**src/rtl/dmem_arbiter.sv**
```systemverilog
// dmem_arbiter: two-port arbiter and access sequencer for a single-ported
// MEM_BYTES-byte data memory. Requester A is the processor load/store path,
// requester B the loader/debug port. Each accepted request is sequenced as
// one 64-bit little-endian access (IDLE -> ACCESS -> RESP). Out-of-range
// addresses (addr > MEM_BYTES-8) are flagged and never reach the memory.
//
// Optional feature macro: DMEM_ARB_RR_EN
//   defined   : round-robin arbitration on conflict (last owner loses)
//   undefined : fixed priority, A beats B
//
// Ports:
//   clk, reset            rising-edge clock, synchronous active-high reset
//   a_*/b_* req,we,addr,wdata  request side (held stable until gnt)
//   a_*/b_* gnt           one-cycle grant pulse (ACCESS cycle)
//   a_*/b_* rsp_valid,rdata,err  one-cycle registered response (RESP cycle)
//   mem_addr, mem_wdata, mem_write, mem_read  to memory
//   mem_rdata             combinational read data from memory
module dmem_arbiter #(
  parameter int MEM_BYTES = 64
) (
  input  logic        clk,
  input  logic        reset,
  input  logic        a_req,
  input  logic        a_we,
  input  logic [63:0] a_addr,
  input  logic [63:0] a_wdata,
  output logic        a_gnt,
  output logic        a_rsp_valid,
  output logic [63:0] a_rdata,
  output logic        a_err,
  input  logic        b_req,
  input  logic        b_we,
  input  logic [63:0] b_addr,
  input  logic [63:0] b_wdata,
  output logic        b_gnt,
  output logic        b_rsp_valid,
  output logic [63:0] b_rdata,
  output logic        b_err,
  output logic [63:0] mem_addr,
  output logic [63:0] mem_wdata,
  output logic        mem_write,
  output logic        mem_read,
  input  logic [63:0] mem_rdata
);

  typedef enum logic [1:0] {IDLE, ACCESS, RESP} state_t;

  localparam logic [63:0] MAX_ADDR = 64'(MEM_BYTES - 8);

  state_t      state;
  logic        owner_b;
  logic        err_q;
  logic        rd_q;
  logic        wr_q;

  logic        pick_b;
  logic        pick_we;
  logic [63:0] pick_addr;
  logic [63:0] pick_wdata;
  logic        pick_err;

`ifdef DMEM_ARB_RR_EN
  logic        last_b;
`endif

  always_comb begin
`ifdef DMEM_ARB_RR_EN
    // On conflict the requester that did not own the last access wins.
    pick_b = b_req & (~a_req | ~last_b);
`else
    pick_b = b_req & ~a_req;
`endif
    pick_we    = pick_b ? b_we    : a_we;
    pick_addr  = pick_b ? b_addr  : a_addr;
    pick_wdata = pick_b ? b_wdata : a_wdata;
    pick_err   = pick_addr > MAX_ADDR;
  end

  // Reset gates the write strobe combinationally so a reset landing in the
  // ACCESS cycle suppresses the commit at that same edge.
  assign mem_write = wr_q & ~reset;
  assign mem_read  = rd_q;

  always_ff @(posedge clk) begin
    if (reset) begin
      state       <= IDLE;
      owner_b     <= 1'b0;
      err_q       <= 1'b0;
      rd_q        <= 1'b0;
      wr_q        <= 1'b0;
      a_gnt       <= 1'b0;
      b_gnt       <= 1'b0;
      a_rsp_valid <= 1'b0;
      b_rsp_valid <= 1'b0;
      a_rdata     <= '0;
      b_rdata     <= '0;
      a_err       <= 1'b0;
      b_err       <= 1'b0;
      mem_addr    <= '0;
      mem_wdata   <= '0;
`ifdef DMEM_ARB_RR_EN
      last_b      <= 1'b1;
`endif
    end else begin
      // Pulse outputs default low; the state case raises them for one cycle.
      a_gnt       <= 1'b0;
      b_gnt       <= 1'b0;
      a_rsp_valid <= 1'b0;
      b_rsp_valid <= 1'b0;
      a_rdata     <= '0;
      b_rdata     <= '0;
      a_err       <= 1'b0;
      b_err       <= 1'b0;
      rd_q        <= 1'b0;
      wr_q        <= 1'b0;
      case (state)
        IDLE: begin
          if (a_req | b_req) begin
            state     <= ACCESS;
            owner_b   <= pick_b;
            mem_addr  <= pick_addr;
            mem_wdata <= pick_wdata;
            err_q     <= pick_err;
            rd_q      <= ~pick_we & ~pick_err;
            wr_q      <= pick_we & ~pick_err;
            a_gnt     <= ~pick_b;
            b_gnt     <= pick_b;
`ifdef DMEM_ARB_RR_EN
            last_b    <= pick_b;
`endif
          end
        end
        ACCESS: begin
          state <= RESP;
          if (owner_b) begin
            b_rsp_valid <= 1'b1;
            b_rdata     <= rd_q ? mem_rdata : '0;
            b_err       <= err_q;
          end else begin
            a_rsp_valid <= 1'b1;
            a_rdata     <= rd_q ? mem_rdata : '0;
            a_err       <= err_q;
          end
        end
        RESP:    state <= IDLE;
        default: state <= IDLE;
      endcase
    end
  end

endmodule

```
**config.mk**
```make
export PLATFORM = sky130hd
export DESIGN_NAME = dmem_arbiter
export DESIGN_NICKNAME = d
export VERILOG_FILES = /design/src/rtl/dmem_arbiter.sv
export SDC_FILE = /design/constraint.sdc
export NUM_CORES = 1
export LEC_CHECK = 0
export ABC_AREA = 1
export ABC_CLOCK_PERIOD_IN_PS = 2550
export BUFFER_PORTS_ARGS = -buffer_cell sky130_fd_sc_hd__buf_2
export CORE_AREA = 2 2 232 234
export DETAILED_ROUTE_END_ITERATION = 7
export DIE_AREA = 0 0 234 236
export HOLD_SLACK_MARGIN = 0.1
export MAX_ROUTING_LAYER = met4
export PLACE_DENSITY = 0.51
export SLEW_MARGIN = 25
export SYNTH_ARGS = -nofsm -noshare
export SYNTH_HDL_FRONTEND = slang
export SYNTH_SLANG_ARGS = --single-unit
```
**constraint.sdc**
```tcl
create_clock -name clk -period 2.55 [get_ports clk]
set_input_delay 0.1275 -clock clk [delete_from_list [all_inputs] [get_ports clk]]
set_output_delay 0.1275 -clock clk [all_outputs]
set_load 0.03 [all_outputs]
```
==> run_results.csv, run 1 <==
group,metric,value,unit
outcome,status,"finished clean",
logic_synthesis,synth_top_cell_by_area,"dfxtp_1",
logic_synthesis,synth-edff-count,0,
timing,max_clock_freq,0.426,GHz
job,max_cap_violations,0,
layout,num-fill-cells,5556,
timing,tightest_slew,889,ps
worst_hold_path,holdPathStages,5,
logic_synthesis,ys_ff_latch,268,
route,drt_first_iter_violations,391,
global_routing,grt_overflow,0,
timing,fin_tns_setup,0,ps
clocking,cts_max_level,1,
placement,place_hpwl,30.3,mm
logic_synthesis,synth_nets,1540,
route,drt_wl_total,41.4,mm
pwr,leakagePower,8.99,nW
layout,multiInputGateArea,3250,um^2
critical_path,r2r_end,"mem_wdata[42]",
logic_synthesis,synth_area_leaders,"dfxtp_1, nand2_1, nor3_1, inv_1, nand3_1",
logic_synthesis,synth_flop_cell,"dfxtp_1",
floorplanning,initial_utilization,17.8,%
floorplanning,pin_count,590,
pwr,p_per_area,633,nW/um^2
critical_path,endpoint,"mem_wdata[42]",
logic_synthesis,ys_seq_area_share,56.8,%
layout,regArea,5370,um^2
floorplanning,die_h,236,um
clocking,clk_latency,580,ps
route,post-route-drc-count,0,
placement,place.port_buffers,589,
logic_synthesis,post-synth-top-count-cell,"nand2_1",
clocking,clockRootBuffer,"clkbuf_16",
timing,hold_violations,0,
logic_synthesis,synth_area,9450,um^2
logic_synthesis,yosys_warnings,0,
pwr,seqPwrFrac,40.8,%
layout,fin_nets,2446,
timing,min_period,2350,ps
layout,drive_gt1_share,32.0,%
timing,rsz0062_at_grt,"false",
timing,maxSlewViolCount,0,
critical_path,path_class,"in2reg",
floorplanning,die_w,234,um
layout,finalNonFillerCells,2842,
route,final_antenna_net_count,0,
route,drtPass1Iterations,5,
clocking,cts-buffers-inserted,30,
pwr,pwr-share-clk,40.7,%
critical_path,start_kind,"input pin",
timing,fin_crit_sh,92.0,%
critical_path,reg2reg_depth,9,
worst_hold_path,hold_start,"b_req",
timing,setup_viol,0,
global_routing,grt_pass1_vias,11500,
global_routing,grt_max_degree,91,
pwr,p_int,0.00800,W
logic_synthesis,synth_area_per_cell,7.79,um^2
critical_path,cp.required,2990,ps
critical_path,worstReg2RegStart,"state[1]",
timing,skew,33.1,ps
logic_synthesis,synthTopCellsByCount,"nand2_1, dfxtp_1, inv_1, nor3_1, nand3_1",
layout,area_delta_synth_final,85.6,%
worst_hold_path,min_path_type,"in2reg",
route,vias,11400,
placement,placed_cells,2460,
floorplanning,core,53100,um^2
timing,max_slew_margin,40.7,%
placement,place_congestion,0.919,
pwr,ir_worst_vdd,0.000333,V
logic_synthesis,syn_inst,1214,
floorplanning,rows,85,
logic_synthesis,synthArstFlopShare,0,%
critical_path,critical_path.max_fanout,23,
pwr,p_comb_share,18.5,%
pwr,switching_share,28.0,%
critical_path,cp.arrival,2790,ps
global_routing,grt_pass1_wl,61.5,mm
route,wl_per_cell,14.6,um
clocking,path_clk_slew,70,ps
pwr,switchingPower,0.00311,W
critical_path,r2r_slack,220,ps
global_routing,antenna_found_initial,2,
critical_path,startpoint,"a_req",
clocking,clock_sinks,268,
logic_synthesis,yosysUniqueCellTypes,20,
clocking,cts_tree,"yes",
global_routing,grt_use_total,14.5,%
critical_path,end_kind,"flip-flop",
floorplanning,dieArea,55200,um^2
logic_synthesis,yosys.area.top_type_share,56.8,%
route,viasPerCell,4.01,
layout,fin_util,33.1,%
clocking,clock_path_buffers,3,
[routing by layer]
layer  global-route usage [%]  wire length (um)
met4                     7.17              1980
met2                     25.0             19900
met5                        -                 0
met3                     2.56              3220
met1                     15.9             16300
[how the worst min path moves through the flow]
stage | to
after global routing | owner_b
after CTS | owner_b
after global placement | mem_wdata[12]
final | owner_b
after floorplan | state[1]
after detailed placement | mem_wdata[41]
[power by group through the flow]
| stage | logic, W | registers, W | clock network [W] |
|---|---|---|---|
| floorplan | 0.000449 | 0.00500 | 0 |
| global placement | 0.00156 | 0.00462 | 0 |
| detailed placement | 0.00156 | 0.00461 | 0 |
| CTS | 0.00205 | 0.00453 | 0.00466 |
| global route | 0.00222 | 0.00455 | 0.00480 |
| finish | 0.00205 | 0.00453 | 0.00452 |
[logic make-up (layout without fill, tap and decap cells)]
group	Yosys count	count (layout)	synth area share, %
buf+inv	211	1141	9.00
compound gates	98	98	5.98
simple gates	637	637	28.3
flops	268	268	56.8
other cells	0	2	0
[registers in the layout, summed over array words and instances, names as in the netlist, 2 cells and up]
signal	count
state	2
b_rdata	64
mem_wdata	64
mem_addr	64
a_rdata	64
[layout by cell type, fill, tap and decap left out, drive strengths merged]
cell	count
inv	133
dlygate4sd3	324
nand2	389
nor2	36
dfxtp	268
clkinvlp	3
nand4	1
nand3	80
clkinv	9
bufinv	4
a22o	20
diode	2
clkbuf	41
o21ai	78
or2	1
buf	627
nand3b	1
nor3	129
[timing repair]
action                     CTS  global route
hold buffers               324             0
hold endpoints to repair   263             0
setup endpoints to repair    0            52
setup buffers                0             0
resized for setup            0             3
[critical path: stages]
cell and delay [ps]:
dlygate4sd3_1 550, buf_2 160, o21ai_0 260, nor2_2 90
nand2_1 140, clkinv_2 390, buf_4 340, nand2_1 60
nand3_1 70, dlygate4sd3_1 560
[per-stage QoR]
stage / total power (W) / hold slack, ps / cell area (um^2) / setup WS [ps]
floorplan: 0.00545 / 215 / 9450 / 1170
global placement: 0.00618 / 329 / 13300 / 505
detailed placement: 0.00618 / 330 / 13300 / 479
CTS: 0.0112 / 127 / 17500 / 63.8
global route: 0.0116 / 199 / 17500 / 13.2
finish: 0.0111 / 141 / 17500 / 205
[cell type report]
cell class / count / area share [%]
Tap cell: 696 / 4.96
Antenna cell: 2 / 0.0285
Inverter: 134 / 2.90
Timing Repair Buffer: 951 / 37.2
Clock inverter: 15 / 1.13
Clock buffer: 41 / 4.69
Sequential cell: 268 / 30.6
Multi-Input combinational cell: 735 / 18.5
Note: power is estimated with default switching activity, not from simulation.
==> inputs of run 2 (changes only) <==
--- a/config.mk
+++ b/config.mk
@@ -13,5 +13,6 @@
 export DIE_AREA = 0 0 234 236
-export HOLD_SLACK_MARGIN = 0.1
+export HOLD_SLACK_MARGIN = 0.03
 export MAX_ROUTING_LAYER = met4
 export PLACE_DENSITY = 0.51
+export RECOVER_POWER = 100
 export SLEW_MARGIN = 25
--- a/constraint.sdc
+++ b/constraint.sdc
@@ -3,2 +3,2 @@
 set_output_delay 0.1275 -clock clk [all_outputs]
-set_load 0.03 [all_outputs]
+set_load 0.005 [all_outputs]
==> run 2 against run 1 <==
Net effect:
- combinational power shrank 22%
- critical path type unchanged
- final cell count shrank 0.25%
- count of clock-buffer cells in the layout is the same
- critical endpoint is now mem_wdata[38]
- largest cell class unchanged
==> run_results.csv, run 2 (synthesis results as in run 1) <==
group,metric,value,unit
placement,place.port_buffers,589,
timing,rsz0062_at_grt,"false",
floorplanning,rows,85,
timing,max_clock_freq,0.419,GHz
floorplanning,core,53100,um^2
layout,multiInputGateArea,3250,um^2
critical_path,start_kind,"input pin",
pwr,p_int,0.00793,W
clocking,path_clk_slew,60,ps
clocking,clock_sinks,268,
timing,min_period,2390,ps
timing,fin_hold_ws,51.2,ps
placement,place_hpwl,30.3,mm
pwr,p_comb_share,15.0,%
layout,drive_gt1_share,22.0,%
pwr,leakagePower,8.07,nW
critical_path,crit_family,"buffers and inverters",
timing,maxSlewViolCount,0,
clocking,clock_path_buffers,3,
route,drt_wl_total,41.5,mm
floorplanning,initial_utilization,17.8,%
global_routing,grt_overflow,0,
global_routing,grt_use_total,14.5,%
placement,place_congestion,0.919,
timing,fin_tns_setup,0,ps
timing,fin_crit_sh,93.6,%
clocking,cts_tree,"yes",
pwr,ir_worst_vdd,0.000332,V
layout,layout_commonest_cell,"nand2_1",
layout,num-fill-cells,5675,
timing,hold_violations,0,
critical_path,cp.arrival,2880,ps
route,drtPass1Iterations,7,
clocking,post_cts_buffers,0,
placement,place_area,13300,um^2
timing,max_slew_margin,13.1,%
critical_path,cp_num_buf_inv,7,
critical_path,crit_slowest_cell,"dlygate4sd3_1",
job,max_cap_violations,0,
timing,tightest_slew,1300,ps
global_routing,grt_max_degree,91,
pwr,pwr-share-clk,42.4,%
critical_path,cpPeakStageDelay,560,ps
layout,final_area,17100,um^2
clocking,clk_latency,580,ps
global_routing,grt_pass1_vias,11500,
global_routing,grt_pass1_wl,61.5,mm
pwr,switching_share,25.5,%
timing,final.setup.worst_slack,164,ps
critical_path,critical_path.max_fanout,25,
route,final_antenna_net_count,0,
layout,regArea,5370,um^2
timing,skew,33.5,ps
floorplanning,dieArea,55200,um^2
route,viasPerCell,3.99,
route,vias,11300,
global_routing,antenna_found_initial,2,
timing,setup_viol,0,
layout,mostFrequentLayoutCells,"nand2_1, buf_2, dlygate4sd3_1",
critical_path,cp.required,3040,ps
floorplanning,die_w,234,um
worst_hold_path,min_path_type,"in2reg",
route,wl_per_cell,14.6,um
critical_path,crit_chain,"dlygate4sd3_1 -> buf_2 -> inv_2 -> nand2_4 -> buf_4 -> nand2_1 -> inv_4 -> clkbuf_2 -> nand2_1 -> nand3_1 -> dlygate4sd3_1",
layout,fin_nets,2439,
floorplanning,pin_count,590,
floorplanning,die_h,236,um
clocking,clockRootBuffer,"clkbuf_16",
outcome,status,"finished clean",
critical_path,end_kind,"flip-flop",
layout,area_delta_synth_final,81.4,%
pwr,switchingPower,0.00272,W
route,post-route-drc-count,0,
placement,dp_slack,479,ps
pwr,seqPwrFrac,42.6,%
pwr,p_per_area,621,nW/um^2
critical_path,path_class,"in2reg",
clocking,cts-buffers-inserted,30,
route,drt_first_iter_violations,383,
clocking,cts_max_level,1,
[run 2: changes by cell type in the layout (fill, tap and decap cells not counted), sizes merged]
cell,previous run,this run
buf,627,404
clkbuf,41,264
dlygate4sd3,324,317
[run 2: stage by stage]
stage	utilization (%)	instances	total power (W)
floorplan	-	1214	0.00506
global placement	25.0	2460	0.00579
detailed placement	25.0	2460	0.00579
CTS	32.9	2833	0.0108
global route	32.3	2835	0.0111
finish	32.3	2835	0.0106
[run 2: power by group through the flow]
stage	combinational, W	sequential, W	clock (W)
final	0.00160	0.00453	0.00452
after CTS	0.00165	0.00453	0.00466
after global routing	0.00176	0.00455	0.00480
after detailed placement	0.00117	0.00461	0
after floorplan	0.000450	0.00461	0
after global placement	0.00117	0.00462	0
[run 2: cell type report]
cell class                 instances  share of cell area [%]
multi-input combinational        735                    18.9
clock inverter                    15                    1.15
tap                              696                    5.08
timing repair buffer             944                    35.7
sequential                       268                    31.3
antenna                            2                  0.0292
inverter                         134                    2.96
clock buffer                      41                    4.79
[run 2: worst paths after layout]
check                                 from            end  slack, ps  depth (start not counted)
worst max-delay path                 a_req  mem_wdata[38]        160                         11
worst min-delay path            a_addr[53]   mem_addr[53]         50                          5
worst max register to register    state[1]    a_rdata[19]        240                          6
worst min register to register    state[0]       state[1]        440                          2
[run 2: worst min-delay path, delay by kind of cell]
| family | cells | cell delay (ps) |
|---|---|---|
| AOI/OAI and AO/OA | 2 | 240 |
| buffers and inverters | 2 | 140 |
| and+or+nand+nor | 1 | 50 |
[run 2: routing by layer]
metal,up-vias,routed length (um),GRT usage [%]
li1,5629,-,-
met3,87,2910,2.50
met2,470,20000,25.1
met5,-,0,-
met1,5137,16700,15.9
met4,0,1830,6.87
[run 2: what timing repair did]
| item | in CTS | in global routing |
|---|---|---|
| gates resized for setup | 0 | 3 |
| hold buffers | 317 | 0 |
| hold endpoints to repair | 259 | 0 |
| setup endpoints to repair | 0 | 52 |
